[config.mk]
export PLATFORM = sky130hd
export DESIGN_NAME = caxi4interconnect_resp_arb_ctrl
export DESIGN_NICKNAME = d
export VERILOG_FILES = /design/src/rtl/caxi4interconnect_resp_pkg.sv /design/src/rtl/caxi4interconnect_resp_master_port.sv /design/src/rtl/caxi4interconnect_resp_arb_ctrl.sv
export SDC_FILE = /design/constraint.sdc
export NUM_CORES = 1
export LEC_CHECK = 0
export CAP_MARGIN = 20
export CORE_ASPECT_RATIO = 1.1
export CORE_MARGIN = 2
export CORE_UTILIZATION = 35
export CTS_BUF_LIST = sky130_fd_sc_hd__clkbuf_2 sky130_fd_sc_hd__clkbuf_4 sky130_fd_sc_hd__clkbuf_8
export CTS_CLUSTER_DIAMETER = 30
export DETAILED_ROUTE_END_ITERATION = 6
export GPL_TIMING_DRIVEN = 0
export PLACE_DENSITY = 0.79
export SLEW_MARGIN = 20
export SYNTH_ARGS = -nofsm -noshare
export SYNTH_HDL_FRONTEND = slang
export SYNTH_HIERARCHICAL = 1
export SYNTH_SLANG_ARGS = --single-unit
[constraint.sdc]
create_clock -name sysClk -period 2.9 [get_ports sysClk]
set_input_delay 0.58 -clock sysClk [delete_from_list [all_inputs] [get_ports sysClk]]
set_output_delay 0.58 -clock sysClk [all_outputs]
set_load 0.01 [all_outputs]
[src/rtl/caxi4interconnect_resp_pkg.sv]
// Shared constants, lock state type and ID field helper for the response arbiter.
package caxi4interconnect_resp_pkg;

  localparam int unsigned ARB_RR    = 0;
  localparam int unsigned ARB_FIXED = 1;

  typedef enum logic {
    ST_OPEN   = 1'b0,
    ST_LOCKED = 1'b1
  } lock_state_e;

  // Master index carried in the bits directly above the transaction ID.
  function automatic int unsigned master_field(input logic [63:0] full_id,
                                               input int unsigned id_width,
                                               input int unsigned master_width);
    logic [63:0] mask;
    mask = (64'd1 << master_width) - 64'd1;
    return 32'((full_id >> id_width) & mask);
  endfunction

endpackage

[src/rtl/caxi4interconnect_resp_master_port.sv]
// Per-master response arbiter, slave mux and optional one-entry output register.
module caxi4interconnect_resp_master_port
  import caxi4interconnect_resp_pkg::*;
#(
  parameter int unsigned NUM_SLAVES       = 2,
  parameter int unsigned NUM_SLAVES_WIDTH = 1,
  parameter int unsigned ID_WIDTH         = 1,
  parameter int unsigned FULL_ID_WIDTH    = 2,
  parameter int unsigned USER_WIDTH       = 1,
  parameter int unsigned ARB_MODE         = ARB_RR,
  parameter int unsigned OUT_REG          = 0
) (
  input  logic                                clk,
  input  logic                                rst,
  input  logic [NUM_SLAVES-1:0]               req,
  input  logic [NUM_SLAVES*FULL_ID_WIDTH-1:0] slave_id,
  input  logic [NUM_SLAVES*2-1:0]             slave_resp,
  input  logic [NUM_SLAVES*USER_WIDTH-1:0]    slave_user,
  input  logic                                master_ready,
  output logic [NUM_SLAVES-1:0]               slave_ready,
  output logic                                master_valid,
  output logic [ID_WIDTH-1:0]                 master_id,
  output logic [1:0]                          master_resp,
  output logic [USER_WIDTH-1:0]               master_user,
  output logic [FULL_ID_WIDTH-1:0]            curr_id,
  output logic                                open_dec
);

  localparam int unsigned IDX_W = NUM_SLAVES_WIDTH;

  lock_state_e              state_q, state_d;
  logic [IDX_W-1:0]         ptr_q, ptr_d, lock_idx_q, lock_idx_d;
  logic [IDX_W-1:0]         lo_idx, hi_idx, winner, sel;
  logic                     hi_found, any_req, sel_valid, load;
  logic                     full_q, full_d;
  logic [FULL_ID_WIDTH-1:0] sel_id, id_q, id_d;
  logic [1:0]               sel_resp, resp_q, resp_d;
  logic [USER_WIDTH-1:0]    sel_user, user_q, user_d;

  // Rotating priority: first requester at or above the pointer, else the lowest requester
  always_comb begin
    lo_idx   = '0;
    hi_idx   = '0;
    hi_found = 1'b0;
    for (int i = int'(NUM_SLAVES) - 1; i >= 0; i--) begin
      if (req[i]) lo_idx = IDX_W'(i);
      if (req[i] && (i >= int'(ptr_q))) begin
        hi_idx   = IDX_W'(i);
        hi_found = 1'b1;
      end
    end
    winner  = hi_found ? hi_idx : lo_idx;
    any_req = |req;
  end

  // Held grant overrides the search while a combinational response is stalled
  always_comb begin
    sel       = (OUT_REG == 0 && state_q == ST_LOCKED) ? lock_idx_q : winner;
    sel_valid = 1'b0;
    sel_id    = '0;
    sel_resp  = '0;
    sel_user  = '0;
    for (int i = 0; i < int'(NUM_SLAVES); i++) begin
      if (sel == IDX_W'(i)) begin
        sel_valid = req[i];
        sel_id    = slave_id[i*FULL_ID_WIDTH +: FULL_ID_WIDTH];
        sel_resp  = slave_resp[i*2 +: 2];
        sel_user  = slave_user[i*USER_WIDTH +: USER_WIDTH];
      end
    end
  end

  // Next-state, pointer advance and master-side outputs
  always_comb begin
    state_d      = state_q;
    lock_idx_d   = lock_idx_q;
    ptr_d        = ptr_q;
    full_d       = full_q;
    id_d         = id_q;
    resp_d       = resp_q;
    user_d       = user_q;
    load         = 1'b0;
    slave_ready  = '0;
    master_valid = 1'b0;
    master_id    = '0;
    master_resp  = '0;
    master_user  = '0;
    curr_id      = '0;
    if (OUT_REG == 0) begin
      master_valid = sel_valid && !rst;
      master_id    = sel_id[ID_WIDTH-1:0];
      master_resp  = sel_resp;
      master_user  = sel_user;
      curr_id      = sel_id;
      for (int i = 0; i < int'(NUM_SLAVES); i++)
        slave_ready[i] = master_valid && master_ready && (sel == IDX_W'(i));
      if (master_valid && !master_ready) begin
        state_d    = ST_LOCKED;
        lock_idx_d = sel;
      end else begin
        state_d = ST_OPEN;
      end
      if (master_valid && master_ready && ARB_MODE == ARB_RR)
        ptr_d = (int'(sel) == int'(NUM_SLAVES) - 1) ? '0 : sel + IDX_W'(1);
    end else begin
      master_valid = full_q && !rst;
      master_id    = id_q[ID_WIDTH-1:0];
      master_resp  = resp_q;
      master_user  = user_q;
      curr_id      = id_q;
      load         = any_req && (!full_q || master_ready) && !rst;
      for (int i = 0; i < int'(NUM_SLAVES); i++)
        slave_ready[i] = load && (winner == IDX_W'(i));
      if (load) begin
        full_d = 1'b1;
        id_d   = sel_id;
        resp_d = sel_resp;
        user_d = sel_user;
        if (ARB_MODE == ARB_RR)
          ptr_d = (int'(winner) == int'(NUM_SLAVES) - 1) ? '0 : winner + IDX_W'(1);
      end else if (master_ready) begin
        full_d = 1'b0;
      end
    end
    open_dec = master_valid && master_ready;
  end

  // Lock, pointer and output-stage registers
  always_ff @(posedge clk) begin
    if (rst) begin
      state_q    <= ST_OPEN;
      lock_idx_q <= '0;
      ptr_q      <= '0;
      full_q     <= 1'b0;
      id_q       <= '0;
      resp_q     <= '0;
      user_q     <= '0;
    end else begin
      state_q    <= state_d;
      lock_idx_q <= lock_idx_d;
      ptr_q      <= ptr_d;
      full_q     <= full_d;
      id_q       <= id_d;
      resp_q     <= resp_d;
      user_q     <= user_d;
    end
  end

endmodule

[src/rtl/caxi4interconnect_resp_arb_ctrl.sv]
// Routes slave responses back to their originating masters, one arbiter per master.
module caxi4interconnect_resp_arb_ctrl
  import caxi4interconnect_resp_pkg::*;
#(
  parameter int unsigned NUM_MASTERS          = 2,
  parameter int unsigned NUM_MASTERS_WIDTH    = 1,
  parameter int unsigned NUM_SLAVES           = 2,
  parameter int unsigned NUM_SLAVES_WIDTH     = 1,
  parameter int unsigned ID_WIDTH             = 1,
  parameter int unsigned USER_WIDTH           = 1,
  parameter int unsigned SUPPORT_USER_SIGNALS = 0,
  parameter logic [NUM_MASTERS*NUM_SLAVES-1:0] MASTER_CONNECTIVITY = '1,
  parameter int unsigned ARB_MODE             = ARB_RR,
  parameter int unsigned OUT_REG              = 0
) (
  input  logic                                                sysClk,
  input  logic                                                sysReset,
  input  logic [NUM_SLAVES*(NUM_MASTERS_WIDTH+ID_WIDTH)-1:0]  SLAVE_ID,
  input  logic [NUM_SLAVES*2-1:0]                             SLAVE_RESP,
  input  logic [NUM_SLAVES*USER_WIDTH-1:0]                    SLAVE_USER,
  input  logic [NUM_SLAVES-1:0]                               SLAVE_VALID,
  output logic [NUM_SLAVES-1:0]                               SLAVE_READY,
  output logic [NUM_MASTERS*ID_WIDTH-1:0]                     MASTER_ID,
  output logic [NUM_MASTERS*2-1:0]                            MASTER_RESP,
  output logic [NUM_MASTERS*USER_WIDTH-1:0]                   MASTER_USER,
  output logic [NUM_MASTERS-1:0]                              MASTER_VALID,
  input  logic [NUM_MASTERS-1:0]                              MASTER_READY,
  output logic [NUM_MASTERS*(NUM_MASTERS_WIDTH+ID_WIDTH)-1:0] currDataTransID,
  output logic [NUM_MASTERS-1:0]                              openTransDec,
  output logic                                                unroutedResp
);

  localparam int unsigned FIW = NUM_MASTERS_WIDTH + ID_WIDTH;

  int unsigned           target [NUM_SLAVES];
  logic [NUM_SLAVES-1:0] routed, unrouted;
  logic [NUM_SLAVES-1:0] req_m   [NUM_MASTERS];
  logic [NUM_SLAVES-1:0] ready_m [NUM_MASTERS];
  logic [USER_WIDTH-1:0] user_m  [NUM_MASTERS];

  // Decode each slave's target master and build per-master request vectors
  always_comb begin
    routed = '0;
    for (int unsigned s = 0; s < NUM_SLAVES; s++)
      target[s] = master_field(64'(SLAVE_ID[s*FIW +: FIW]), ID_WIDTH, NUM_MASTERS_WIDTH);
    for (int unsigned m = 0; m < NUM_MASTERS; m++) begin
      req_m[m] = '0;
      for (int unsigned s = 0; s < NUM_SLAVES; s++) begin
        if (target[s] == m && MASTER_CONNECTIVITY[m*NUM_SLAVES + s]) begin
          routed[s]   = 1'b1;
          req_m[m][s] = SLAVE_VALID[s];
        end
      end
    end
    unrouted = SLAVE_VALID & ~routed;
  end

  // Merge grant readies and sink responses that have nowhere to go
  always_comb begin
    SLAVE_READY = '0;
    for (int unsigned m = 0; m < NUM_MASTERS; m++)
      SLAVE_READY |= ready_m[m];
    if (!sysReset) SLAVE_READY |= unrouted;
    unroutedResp = (|unrouted) && !sysReset;
  end

  for (genvar m = 0; m < NUM_MASTERS; m++) begin : g_port
    caxi4interconnect_resp_master_port #(
      .NUM_SLAVES      (NUM_SLAVES),
      .NUM_SLAVES_WIDTH(NUM_SLAVES_WIDTH),
      .ID_WIDTH        (ID_WIDTH),
      .FULL_ID_WIDTH   (FIW),
      .USER_WIDTH      (USER_WIDTH),
      .ARB_MODE        (ARB_MODE),
      .OUT_REG         (OUT_REG)
    ) u_port (
      .clk         (sysClk),
      .rst         (sysReset),
      .req         (req_m[m]),
      .slave_id    (SLAVE_ID),
      .slave_resp  (SLAVE_RESP),
      .slave_user  (SLAVE_USER),
      .master_ready(MASTER_READY[m]),
      .slave_ready (ready_m[m]),
      .master_valid(MASTER_VALID[m]),
      .master_id   (MASTER_ID[m*ID_WIDTH +: ID_WIDTH]),
      .master_resp (MASTER_RESP[m*2 +: 2]),
      .master_user (user_m[m]),
      .curr_id     (currDataTransID[m*FIW +: FIW]),
      .open_dec    (openTransDec[m])
    );
    assign MASTER_USER[m*USER_WIDTH +: USER_WIDTH] = (SUPPORT_USER_SIGNALS != 0) ? user_m[m] : '0;
  end

endmodule

==> flow_metrics.tcl, run 1 <==
set metrics [dict create \
    die-area_sq_um 2021 \
    hold_class "flop to flop" \
    grt_max_degree 9 \
    slowest_delay_ns 0.48 \
    fillCellCount 152 \
    min_period_ns 2.852 \
    crit_path_max_fanout 3 \
    powerDensity_nw_per_um2 288.7 \
    num_antenna_cells 0 \
    path_cells "clkdlybuf4s50_1 > and2b_2 > nand2b_1 > o21ai_4 > mux2_4 > buf_4 > dlygate4sd2_1" \
    p_leak_nw 0.5153 \
    drc_errors 0 \
    area_delta_synth_final_pct 73.35 \
    rows 15 \
    synth_cells 70 \
    numPlacedInstances 118 \
    p_int_mw 0.2116 \
    core_sq_um 1577 \
    grt_pass1_vias 600 \
    cp-endpoint "currDataTransID[0]" \
    cp-start-kind "input pin" \
    r2r_slack_ns 1.75 \
    cp.arrival_ns 2.27 \
    vdd.ir_drop.worst_mv 0.1833 \
    finalInstanceArea_sq_um 1017 \
    top_layer "met4" \
    place_congestion 0.7049 \
    status "finished clean" \
    hold_viol_final 0 \
    wl_met1_microns 605 \
    cts_max_level 1 \
    portBuffers 29 \
    io_pins 35 \
    reg2regPathDepth 6 \
    clock_latency_ns 0.25 \
    clk_pin_slew_worst_paths_ns 0.05 \
    p_sw_share_pct 27.95 \
    setup_viol 0 \
    wl_microns 1516 \
    drive_gt1_share_pct 38.26 \
    ant_nets 0 \
    pwr-share-comb_pct 43.1 \
    antenna_found_initial 0 \
    cp.required_ns 2.32 \
    cts_tree "yes" \
    grt_pass1_wl_microns 2428 \
    initial_core_util_pct 37.22 \
    pwr-share-seq_pct 30.8 \
    drt_pass1_iterations 6 \
    skew_ns 0.00009653 \
    die_y_microns 46.95 \
    gr-usage-all-layers_pct 16.56 \
    cts.sinks 6 \
    yosys_warnings 6 \
    syn_area_sq_um 586.8 \
    fin_crit_sh_pct 98.33 \
    startpoint "SLAVE_VALID[1]" \
    avgSynthCellArea_sq_um 8.383 \
    setup-tns-final_ns 0 \
    route.met3.wl_microns 171 \
    r2r_start "g_port[1].u_port/ptr_q" \
    maxCapViolCount 0 \
    fin_cells 132 \
    cts_buffers 3 \
    cts_root_buf "clkbuf_4" \
    p_sw_mw 0.08209 \
    placed_area_sq_um 905.9 \
    critical-path-slowest-cell "clkdlybuf4s50_1" \
    maxSlewViolCount 0 \
    grt_overflow 0 \
    drtIter0Drc 8 \
    num-nets-final 133 \
    timing.fmax_mhz 350.7 \
    num_vias 634 \
    utilization_pct 64.52 \
    dp_hpwl_microns 1065 \
    met2_length_microns 723 \
    clockBufferDepth 2 \
    r2r-end "g_port[1].u_port/lock_idx_q" \
    criticalPathCategory "input pin to primary output" \
    die_w_microns 43.04 \
    wl_per_cell_microns 11.48 \
    drt-vias-per-instance 4.803 \
    pwr-share-clk_pct 26.1 \
    cp-end-kind "primary output" \
]
worst max-delay path: cells and delay by family:
family	cells	cell delay (ns)
buf+inv	3	0.88
mux	1	0.33
simple gates	2	0.26
compound gates	1	0.22
timing repair:
action / 4_1_cts / 5_1_grt
pin swaps: 2 / 0
hold buffers: 0 / 0
resized for setup: 28 / 11
endpoints found under the setup margin: 14 / 9
gates cloned: 0 / 0
buffers inserted: 9 / 2
registers in the layout, indices dropped and copies added, names as in the netlist:
register and cells:
g_port.u_port/state_q 2, g_port.u_port/lock_idx_q 2, g_port.u_port/ptr_q 2
worst min-delay path by stage:
stage | slack [ns] | startpoint | endpoint | cells past startpoint
after floorplan | 0.43 | g_port[0].u_port/ptr_q | g_port[0].u_port/ptr_q | 2
after global placement | 0.45 | g_port[1].u_port/ptr_q | g_port[1].u_port/ptr_q | 2
after detailed placement | 0.45 | g_port[1].u_port/ptr_q | g_port[1].u_port/ptr_q | 2
after CTS | 0.46 | g_port[1].u_port/ptr_q | g_port[1].u_port/ptr_q | 2
after global routing | 0.50 | g_port[1].u_port/lock_idx_q | g_port[1].u_port/lock_idx_q | 2
final | 0.46 | g_port[1].u_port/ptr_q | g_port[1].u_port/ptr_q | 2
power groups by stage:
stage	combinational, mW	sequential [mW]	clock, mW
detailed placement	0.117	0.0918	0
global route	0.137	0.0911	0.0839
CTS	0.121	0.0903	0.0817
floorplan	0.0607	0.0908	0
finish	0.127	0.0904	0.0766
global placement	0.116	0.0915	0
cells in the final DEF, fill, tap and decap left out, drive strengths merged:
master         instances
mux2i                  2
nor3                   4
dfxtp                  6
nand2                  8
and2b                  4
nor3b                  2
and2                   4
nor2                   2
mux2                   8
and3                   2
inv                    4
conb                   3
clkbuf                 5
a21oi                  2
clkdlybuf4s50         12
or2                    2
buf                   18
dlymetal6s2s           1
clkdlybuf4s15          2
and3b                  2
dlygate4sd2           10
nand2b                 4
a21o                   2
o21ai                  4
nand3                  2
through the flow:
stage	hold WS, ns	worst slack (ns)	power [mW]
floorplan	0.4337	0.6070	0.1515
global placement	0.4533	-0.4342	0.2073
detailed placement	0.4526	-0.4363	0.2086
CTS	0.4631	0.0005695	0.2926
global route	0.5005	-0.008634	0.3116
finish	0.4630	0.04846	0.2937
area by class of cell:
class / instances / area, sq um / area share (%)
Multi-Input combinational cell: 57 / 439.2 / 43.17
Tap cell: 17 / 21.27 / 2.091
Buffer: 5 / 37.54 / 3.690
Inverter: 4 / 15.01 / 1.476
Sequential cell: 6 / 120.1 / 11.81
Timing Repair Buffer: 40 / 361.6 / 35.55
Clock buffer: 3 / 22.52 / 2.214
per-layer routing:
layer  up-vias  GRT usage, %
li1        317             -
met1       277         18.76
met2        38         28.48
met3         2         3.846
met4         0         10.91
met5         -             0
Note: power is estimated with default switching activity, not from simulation.
==> run 2: changes to the inputs <==
Settings changed: ABC_AREA set to 1, HOLD_SLACK_MARGIN set to 0.05, PLACE_DENSITY 0.79 to 0.76.
==> run 2 against run 1 <==
Effect of this change: synthesized area grew 13%; fmax grew 3.8%; worst setup slack gained 0.10 ns; synthesized cell count grew 71%; via count grew 22%; highest routed layer is now met3; combinational power grew 3%; count of clock-buffer cells in the layout is the same; critical endpoint is now SLAVE_READY[1]; wire length grew 5.6%.
==> flow_metrics.tcl, run 2 <==
set metrics [dict create \
    status "finished clean" \
    portBuffers 29 \
    cp-end-kind "primary output" \
    timing.fmax_mhz 364.1 \
    cp.required_ns 2.32 \
    placed_area_sq_um 984.7 \
    largestRegisters "g_port.u_port/lock_idx_q: 2 flops, g_port.u_port/ptr_q: 2 flops, g_port.u_port/state_q: 2 flops" \
    maxCapViolCount 0 \
    grt_max_degree 7 \
    grt_pass1_wl_microns 2677 \
    setup-tns-final_ns 0 \
    cts_tree "yes" \
    drt-vias-per-instance 4.417 \
    finalInstanceArea_sq_um 1065 \
    cp-endpoint "SLAVE_READY[1]" \
    die_w_microns 45.54 \
    gr-usage-all-layers_pct 15.42 \
    top_layer "met3" \
    num_vias 773 \
    hold_viol_final 0 \
    antenna_found_initial 0 \
    num_antenna_cells 0 \
    crit_family "buffers and inverters" \
    setup_slack_ns 0.1532 \
    p_int_mw 0.1995 \
    path_cells "clkdlybuf4s50_1 > inv_1 > nor2_2 > inv_1 > nor2_4 > nand2_1 > nand2_2 > nand4_1 > inv_1 > inv_1 > nand2_1 > clkdlybuf4s15_1" \
    clk_pin_slew_worst_paths_ns 0.05 \
    cts_buffers 3 \
    core_sq_um 1782 \
    cts.sinks 6 \
    pwr-share-clk_pct 25.1 \
    rsz0062_at_grt "no" \
    pwr-share-comb_pct 44.4 \
    startpoint "SLAVE_VALID[1]" \
    wl_met1_microns 678 \
    layout_commonest_cell "nand2_1" \
    r2r_start "g_port[1].u_port/state_q" \
    criticalPathCategory "input pin to primary output" \
    cts_max_level 1 \
    drt_pass1_iterations 4 \
    drive_gt1_share_pct 21.02 \
    yosys_warnings 6 \
    wl_per_cell_microns 9.149 \
    die-area_sq_um 2263 \
    setup_viol 0 \
    num-nets-final 175 \
    initial_core_util_pct 37.29 \
    post-place-ws_ns -0.2181 \
    crit_path_max_fanout 4 \
    timing.critical_path.mode_cell "inv_1" \
    die_y_microns 49.70 \
    area_delta_synth_final_pct 60.26 \
    powerDensity_nw_per_um2 277.0 \
    r2r-end "g_port[1].u_port/lock_idx_q" \
    grt_pass1_vias 727 \
    rows 16 \
    hold_depth 4 \
    grt_overflow 0 \
    p_leak_nw 0.7726 \
    slowest_delay_ns 0.47 \
    p_sw_mw 0.09540 \
    reg2regPathDepth 7 \
    r2r_slack_ns 1.74 \
    layout_common_cells "nand2_1, inv_1, clkdlybuf4s50_1, dlymetal6s2s_1, buf_4" \
    fin_cells 175 \
    met2_length_microns 803 \
    route.met3.wl_microns 120 \
    avgSynthCellArea_sq_um 5.537 \
    clockBufferDepth 2 \
    clock_latency_ns 0.24 \
    critical-path-slowest-cell "clkdlybuf4s50_1" \
    drc_errors 0 \
    ant_nets 0 \
    ctsHoldBuffers 0 \
    maxSlewViolCount 0 \
    cts_root_buf "clkbuf_4" \
    pwr-share-seq_pct 30.5 \
    hold_class "flop to flop" \
    fin_crit_sh_pct 94.72 \
    critical_path_buf_inv_count 6 \
    wl_microns 1601 \
    place_congestion 0.7868 \
    drtIter0Drc 5 \
    synth_cells 120 \
    vdd.ir_drop.worst_mv 0.1493 \
    syn_area_sq_um 664.4 \
    p_sw_share_pct 32.35 \
    dp_hpwl_microns 1367 \
    cp-start-kind "input pin" \
    io_pins 35 \
    cp.arrival_ns 2.17 \
    numPlacedInstances 169 \
    cp.depth 12 \
    min_period_ns 2.747 \
    skew_ns 0.00003655 \
]
## run 2: cell types whose count changed in the layout (fill, tap and decap cells not counted), sizes merged, moves of 6 or more
| cell | change |
|---|---|
| dlymetal6s2s | +10 |
| dlygate4sd2 | -6 |
| mux2 | -8 |
| inv | +32 |
| nand2 | +40 |
| buf | -9 |
| nor2 | +10 |
## run 2: power groups by stage
stage	sequential [mW]	combinational, mW	clock [mW]
finish	0.0899	0.131	0.0740
global route	0.0903	0.145	0.0867
CTS	0.0900	0.133	0.0790
detailed placement	0.0915	0.133	0
global placement	0.0913	0.131	0
floorplan	0.0910	0.0677	0
## run 2: per-stage QoR
step | total power [mW] | hold WS (ns) | util (%)
2_1_floorplan | 0.1587 | 0.4918 | -
3_3_place_gp | 0.2221 | 0.5177 | 55.27
3_5_place_dp | 0.2245 | 0.5110 | 55.27
4_1_cts | 0.3017 | 0.5199 | 57.51
5_1_grt | 0.3222 | 0.5806 | 59.76
6_report | 0.2949 | 0.5203 | 59.76
## run 2: metal layers
metal	GRT usage [%]	up-vias
met4	7.353	0
met1	16.22	335
li1	-	410
met3	2.930	0
met5	0	-
met2	27.70	28
## run 2: worst min path at each step
stage | startpoint | slack (ns) | to
floorplan | g_port[0].u_port/ptr_q | 0.49 | g_port[0].u_port/ptr_q
global placement | g_port[1].u_port/ptr_q | 0.52 | g_port[1].u_port/ptr_q
detailed placement | g_port[0].u_port/ptr_q | 0.51 | g_port[0].u_port/ptr_q
CTS | g_port[0].u_port/ptr_q | 0.52 | g_port[0].u_port/ptr_q
global route | g_port[0].u_port/ptr_q | 0.58 | g_port[0].u_port/ptr_q
finish | g_port[0].u_port/ptr_q | 0.52 | g_port[0].u_port/ptr_q
## run 2: final cells by class
type | count | area, sq um
Buffer | 5 | 37.54
Clock buffer | 3 | 22.52
Fill cell | 185 | 716.9
Inverter | 36 | 135.1
Multi-Input combinational cell | 75 | 399.1
Sequential cell | 6 | 120.1
Tap cell | 18 | 22.52
Timing Repair Buffer | 32 | 327.8
## run 2: worst min-delay path: stages (launching register included)
cell and delay, ns:
dfxtp_1 0.29, inv_1 0.06, nand2_1 0.05, inv_1 0.04, nor2_1 0.03
## run 2: repair_timing
item                       in CTS  in global routing
gates resized for setup        11                 14
buffers inserted                1                  2
pin swaps                       2                  1
setup endpoints to repair      13                 12
